==> src/rtl/oc_serial_tx_if.sv <==
// Byte handshake between an upstream source and oc_serial_tx.
// READY is combinational from the transmitter state.
interface oc_serial_tx_if #(
    parameter int DATA_BITS = 8
);
    logic [DATA_BITS-1:0] DATA;
    logic                 VALID;
    logic                 READY;

    modport master (
        output DATA,
        output VALID,
        input  READY
    );

    modport slave (
        input  DATA,
        input  VALID,
        output READY
    );
endinterface

==> src/rtl/oc_serial_tx.sv <==
// Serial framer feeding the open-collector encoder.
// DRIVE=1 requests the line pulled low; DRIVE=0 releases it.
module oc_serial_tx #(
    parameter int CLKS_PER_BIT = 16,
    parameter int DATA_BITS    = 8,
    parameter bit PARITY_EN    = 1'b0,
    parameter bit PARITY_ODD   = 1'b0,
    parameter int STOP_BITS    = 1
) (
    input  logic          CLK,
    input  logic          RST,
    oc_serial_tx_if.slave bus,
    output logic          BUSY,
    output logic          DRIVE
);
    localparam int TW = $clog2(CLKS_PER_BIT);
    localparam int IW = $clog2(DATA_BITS);
    localparam logic [TW-1:0] T_LAST = TW'(CLKS_PER_BIT - 1);
    localparam logic [IW-1:0] I_LAST = IW'(DATA_BITS - 1);

    typedef enum logic [2:0] {
        S_IDLE,
        S_START,
        S_DATA,
        S_PARITY,
        S_STOP
    } state_t;

    state_t               state_q, state_d;
    logic [TW-1:0]        timer_q, timer_d;
    logic [IW-1:0]        idx_q, idx_d;
    logic [DATA_BITS-1:0] shift_q, shift_d;
    logic                 par_q, par_d;
    logic                 stop_q, stop_d;
    logic                 drive_d, busy_d;
    logic                 accept, tick, last_stop;

    assign bus.READY = (state_q == S_IDLE);
    assign accept    = bus.VALID && bus.READY;
    assign tick      = (timer_q == T_LAST);
    // stop_q marks that the first of two stop periods is done
    assign last_stop = (STOP_BITS == 1) || stop_q;

    always_ff @(posedge CLK) begin
        if (RST) begin
            state_q <= S_IDLE;
        end else begin
            state_q <= state_d;
        end
    end

    always_comb begin
        state_d = state_q;
        unique case (state_q)
            S_IDLE: begin
                if (accept) state_d = S_START;
            end
            S_START: begin
                if (tick) state_d = S_DATA;
            end
            S_DATA: begin
                if (tick && idx_q == I_LAST)
                    state_d = PARITY_EN ? S_PARITY : S_STOP;
            end
            S_PARITY: begin
                if (tick) state_d = S_STOP;
            end
            S_STOP: begin
                if (tick && last_stop) state_d = S_IDLE;
            end
            default: state_d = S_IDLE;
        endcase
    end

    always_comb begin
        timer_d = '0;
        if (state_q != S_IDLE && !tick)
            timer_d = timer_q + 1'b1;

        shift_d = shift_q;
        idx_d   = idx_q;
        par_d   = par_q;
        if (accept) begin
            shift_d = bus.DATA;
            idx_d   = '0;
            par_d   = (^bus.DATA) ^ PARITY_ODD;
        end else if (state_q == S_DATA && tick) begin
            shift_d = shift_q >> 1;
            idx_d   = idx_q + 1'b1;
        end

        stop_d = (state_d == S_STOP) &&
                 (stop_q || (state_q == S_STOP && tick));
    end

    // Outputs follow the next state so they change on the same edge
    always_comb begin
        drive_d = 1'b0;
        unique case (state_d)
            S_START:  drive_d = 1'b1;
            S_DATA:   drive_d = ~shift_d[0];
            S_PARITY: drive_d = ~par_q;
            default:  drive_d = 1'b0;
        endcase
        busy_d = (state_d != S_IDLE);
    end

    always_ff @(posedge CLK) begin
        if (RST) begin
            timer_q <= '0;
            idx_q   <= '0;
            shift_q <= '0;
            par_q   <= 1'b0;
            stop_q  <= 1'b0;
            DRIVE   <= 1'b0;
            BUSY    <= 1'b0;
        end else begin
            timer_q <= timer_d;
            idx_q   <= idx_d;
            shift_q <= shift_d;
            par_q   <= par_d;
            stop_q  <= stop_d;
            DRIVE   <= drive_d;
            BUSY    <= busy_d;
        end
    end
endmodule

==> src/flat_wrapper.sv <==
// flat-port wrapper written by rule: the top's interface ports become plain ports
module oc_serial_tx_flat 
#(
    parameter int CLKS_PER_BIT = 16,
    parameter int DATA_BITS    = 8,
    parameter bit PARITY_EN    = 1'b0,
    parameter bit PARITY_ODD   = 1'b0,
    parameter int STOP_BITS    = 1
)
  (CLK, RST, BUSY, DRIVE, bus_DATA, bus_VALID, bus_READY);
  oc_serial_tx_if #(.DATA_BITS(DATA_BITS)) bus_i ();
  input  logic CLK;
  input  logic RST;
  output logic BUSY;
  output logic DRIVE;
  input wire logic [$bits(bus_i.DATA)-1:0] bus_DATA;
  input wire logic [$bits(bus_i.VALID)-1:0] bus_VALID;
  output wire logic [$bits(bus_i.READY)-1:0] bus_READY;
  assign bus_i.DATA = bus_DATA;
  assign bus_i.VALID = bus_VALID;
  assign bus_READY = bus_i.READY;
  oc_serial_tx #(.CLKS_PER_BIT(CLKS_PER_BIT), .DATA_BITS(DATA_BITS), .PARITY_EN(PARITY_EN), .PARITY_ODD(PARITY_ODD), .STOP_BITS(STOP_BITS)) u_core (.CLK(CLK), .RST(RST), .bus(bus_i), .BUSY(BUSY), .DRIVE(DRIVE));
endmodule
==> config.mk <==
export PLATFORM = sky130hd
export DESIGN_NAME = oc_serial_tx_flat
export DESIGN_NICKNAME = d
export VERILOG_FILES = /design/src/rtl/oc_serial_tx_if.sv /design/src/rtl/oc_serial_tx.sv /design/src/flat_wrapper.sv
export SDC_FILE = /design/constraint.sdc
export NUM_CORES = 1
export LEC_CHECK = 0
export BUFFER_PORTS_ARGS = -buffer_cell sky130_fd_sc_hd__buf_2
export CORE_AREA = 2 2 49 51
export CTS_CLUSTER_DIAMETER = 120
export DETAILED_ROUTE_END_ITERATION = 16
export DIE_AREA = 0 0 51 53
export PLACE_DENSITY = 0.79
export SLEW_MARGIN = 20
export SYNTH_ARGS = -nofsm -noshare
export SYNTH_HDL_FRONTEND = slang
export SYNTH_SLANG_ARGS = --single-unit
==> constraint.sdc <==
create_clock -name CLK -period 4.3 [get_ports CLK]
set_input_delay 0.86 -clock CLK [delete_from_list [all_inputs] [get_ports CLK]]
set_output_delay 0.86 -clock CLK [all_outputs]
set_load 0.03 [all_outputs]
Word-level counts from Yosys, hierarchy flattened
Cells that the tools add are included.
Storage, ports and cells
  register bits after elaboration: 21
  output and inout port bits: 3
Operators by class
  $add $sub $neg: 2
  eq/ne operators: 9
  multiplexer cells: 9
  bitwise gates (word level): 3
  reduce and logical (&&, ||, !) cells: 12
Operators by type and width (count)
  two-way mux 8 bit: 2
  two-way mux 3 bit: 5
  one-hot mux 3 bit (5 select lines): 1
  equality test 3 x 2 -> 1 bit (second input constant): 4
  XOR reduction 8 bit: 1
  equality test 3 x 1 -> 1 bit (second input constant): 2
  equality test 3 bit (second input constant): 2
  nonzero test 3 bit: 2
  adder 4 x 1 -> 4 bit (second input constant): 1
  equality test 4 bit (second input constant): 1
  logical AND 1 bit: 4
  OR reduction 2 bit: 2
  adder 3 x 1 -> 3 bit (second input constant): 1
  logical NOT 3 bit: 1
  NOT 1 bit: 3
  one-hot mux 1 bit (3 select lines): 1
  nonzero test 2 bit: 1
  logical NOT 1 bit: 1

Logic depth before layout (Yosys ltp)
  depth in word-level cells: 6
  mapped depth: 7

Worst setup path before layout
No wires, ideal clock.
  kind: flip-flop to output port
  start point: register u_core.state_q[0]
  end point: output port bus_READY
  arrival: 999 ps
  required time: 3440 ps
  path slack: 2441 ps
  stages on the path, launching flop included: 3
  path buffers: 1
  path through: dfxtp_1 > clkbuf_1 > nor3_2
Between the ends
  cells in the longest elaborated chain, start to end: 1
RTL lines
  start, declared: line oc_serial_tx.sv:29  | state_t state_q, state_d;
  start signal, assigned: line oc_serial_tx.sv:48  | state_q <= state_d;
  logical NOT 3 bit: line oc_serial_tx.sv:38  | assign bus.READY = (state_q == S_IDLE);
  end, declared: line flat_wrapper.sv:18  | output wire logic [$bits(bus_i.READY)-1:0] bus_READY;
No other way between the ends.

Worst setup path in the final report
Same ends and word-level chain as after synthesis.

==> flow_summary.ini <==
[worst_setup_path]
path_buf_inv = 1
r2r-start = u_core.timer_q[0]
critPathKind = flip-flop to output port
critPathMaxFanout = 9
slowest_stage = dfxtp_1
reg2reg_depth = 5
ff2ff_setup_slack_ns = 2.36
cp_top_family = flip-flops
rr_endpoint = u_core.shift_q[0]
required_ns = 3.44
startpoint_type = flip-flop
cp_data_arrival_time_ns = 1.35
path_cells = nor3_2, buf_2
endpoint_kind = output port
critPathMaxStageDelay_ns = 0.42

[outcome]
status = completed

[clock_tree]
clkLatencyLatePin_ns = 0.31
postCtsSetupRepairBufs = 0
clock_sinks = 21
holdBufCountCts = 0
cts_tree = done
htree_levels = 1
path_clk_slew_ns = 0.12
clock-root-buffer = clkbuf_4
clock_path_buffers = 2
post_cts_resized = 0
numCtsBuffers = 3

[place]
port_buffers = 13
post-place-ws_ns = 2.35
gp_congestion = 0.861
dp_hpwl_mm = 1.35
place_inst = 143

[logic_synthesis]
syn_nets = 124
synth.most_common_cell = dfxtp_1
ys.flop_type = dfxtp_1
netlist_instances = 110
yosys.area.top_type = dfxtp_1
synth_common_cells = dfxtp_1 (21), nor2_1 (12), mux2i_1 (8), xnor2_1 (8), a211oi_1 (7)
synth_seq_cells = 21
yosysSeqAreaShare_pct = 40.6
yosysUniqueCellTypes = 32
avgSynthCellArea_sq_um = 9.41
yosysWarnings = 0
synth_enable_flop_cells = 0
synth_top_cell_area_share_pct = 40.6
synth_top_cells_by_area = dfxtp_1 (41%), mux2i_1 (7.7%), xnor2_1 (6.8%), a211oi_1 (5.1%), nor2_1 (4.4%)
syn_area_sq_mm = 0.00103
async_flop_share_pct = 0

[timing]
finalHoldViolations = 0
finClkSkew_ns = 0.0113
setup_violations = 0
relSlewSlack_pct = 62.5
fin_crit_sh_pct = 51.4
slew_viol_final = 0
setup_ws_ns = 2.09
finalCriticalPeriod_ns = 2.21
rsz0062_at_grt = false
tightest_slew_ns = 0.562
clock.fmax_mhz = 452
tns_ns = 0

[min_path]
hold_class = flip-flop to flip-flop
hold-path-endpoint = u_core.timer_q[0]
min_from = u_core.timer_q[0]
min_path_cells = 1

[route]
top_layer_used = met4
ant_nets = 0
drt_pass1_iterations = 4
vias_per_cell = 5.31
drt-initial-drc-count = 14
route.met3.wl_microns = 59
routed_wl_mm = 1.79
drc = 0
wl_met2_microns = 894
drt-met1-wl_microns = 806
vias = 780
wl_per_cell_microns = 12.2

[floorplanning]
die_y_microns = 53
dieArea_sq_mm = 0.00270
row_count = 17
die_w_microns = 51
fp.coreArea_sq_mm = 0.00215
ios = 14
start_util_pct = 48.2

[final_layout]
fillers = 195
multiInputGateArea_sq_um = 567
drive_gt1_share_pct = 18.5
finalNetCount = 134
fin_cells = 147
antenna_cells = 0
seq_area_sq_um = 420
areaGrowthSynthToFinish_pct = 8.46

[power]
p_total_w = 0.000359
powerDensity_mw_per_mm2 = 320
max-vdd-ir-drop_mv = 0.207
leakage_nw = 0.479

[global_routing]
grt_overflow = 0
grt_usage_pct = 15.9
grt_max_degree = 20
first_global_vias = 746
antenna_found_initial = 0
grt_first_pass_wirelength_mm = 3.15

[job]
drv_cap = 0
==> worst max path at each step <==
stage	to	from	depth (start not counted)
global route	bus_READY	u_core.state_q[1]	2
floorplan	bus_READY	u_core.state_q[0]	2
detailed placement	u_core.shift_q[0]	u_core.timer_q[0]	5
finish	bus_READY	u_core.state_q[0]	2
CTS	bus_READY	u_core.state_q[1]	2
global placement	u_core.shift_q[0]	u_core.timer_q[0]	5
==> report_power, final <==
group | leakage (nW) | internal, W | switching (W)
clock | 0.0177 | 0.0000347 | 0.0000588
combinational | 0.289 | 0.0000241 | 0.0000299
sequential | 0.172 | 0.000205 | 0.00000670
total | 0.479 | 0.000264 | 0.0000953
==> per-layer routing <==
metal,GRT usage (%),vias to the layer above
met4,11.7,0
met2,25.8,13
met3,2.54,4
met5,0,-
li1,-,405
met1,19.0,358
==> registers in the layout, summed over array words and instances, names as in the netlist <==
| register | flops |
|---|---|
| u_core.shift_q | 8 |
| u_core.timer_q | 4 |
| u_core.idx_q | 3 |
| u_core.state_q | 3 |
| u_core.BUSY | 1 |
| u_core.DRIVE | 1 |
| u_core.par_q | 1 |
==> area by class of cell <==
| cell class | count | area share (%) |
|---|---|---|
| clock inverter | 1 | 0.446 |
| inverter | 2 | 0.669 |
| tap | 28 | 3.12 |
| multi-input combinational | 79 | 50.5 |
| sequential | 21 | 37.5 |
| timing repair buffer | 13 | 5.80 |
| clock buffer | 3 | 2.01 |
==> kinds of logic (layout without fill, tap and decap cells) <==
logic type                 Yosys count  after routing  synth area share [%]
DFF                                 21             21                  40.6
adders and majority gates            3              3                  3.63
muxes                                8              8                  7.74
and+or+nand+nor                     37             37                  19.7
buffers and inverters               10             19                  4.59
AOI/OAI and AO/OA                   21             21                  15.2
xor gates and xnor gates            10             10                  8.46
==> cells in the final DEF, fill, tap and decap left out <==
cell type / instances
a2bb2oi_1: 2
o22ai_1: 1
xor2_1: 2
xnor2_1: 8
nand3_1: 2
and4_2: 1
nand2_1: 4
nor2_1: 12
a21oi_1: 4
nand2b_1: 4
nor3_1: 6
nor3_2: 1
a211oi_1: 7
a211o_1: 1
a211oi_2: 1
inv_1: 2
nor2b_1: 1
buf_2: 13
and2_1: 1
ha_1: 3
nor3b_1: 2
dfxtp_1: 21
o31ai_1: 2
o21a_1: 1
and3_2: 1
nand3_4: 1
mux2i_1: 8
or3_1: 1
o2111ai_1: 2
clkbuf_4: 3
clkinv_2: 1
==> metrics by stage <==
| stage | utilization (%) | hold WS [ns] | cell area [sq um] |
|---|---|---|---|
| after global placement | 51.0 | 0.430 | 1090 |
| after detailed placement | 51.0 | 0.436 | 1090 |
| after CTS | 52.2 | 0.453 | 1120 |
| after floorplan | - | 0.418 | 1030 |
| final | 52.2 | 0.449 | 1120 |
| after global routing | 52.2 | 0.493 | 1120 |
(Power assumes the default switching activity.)
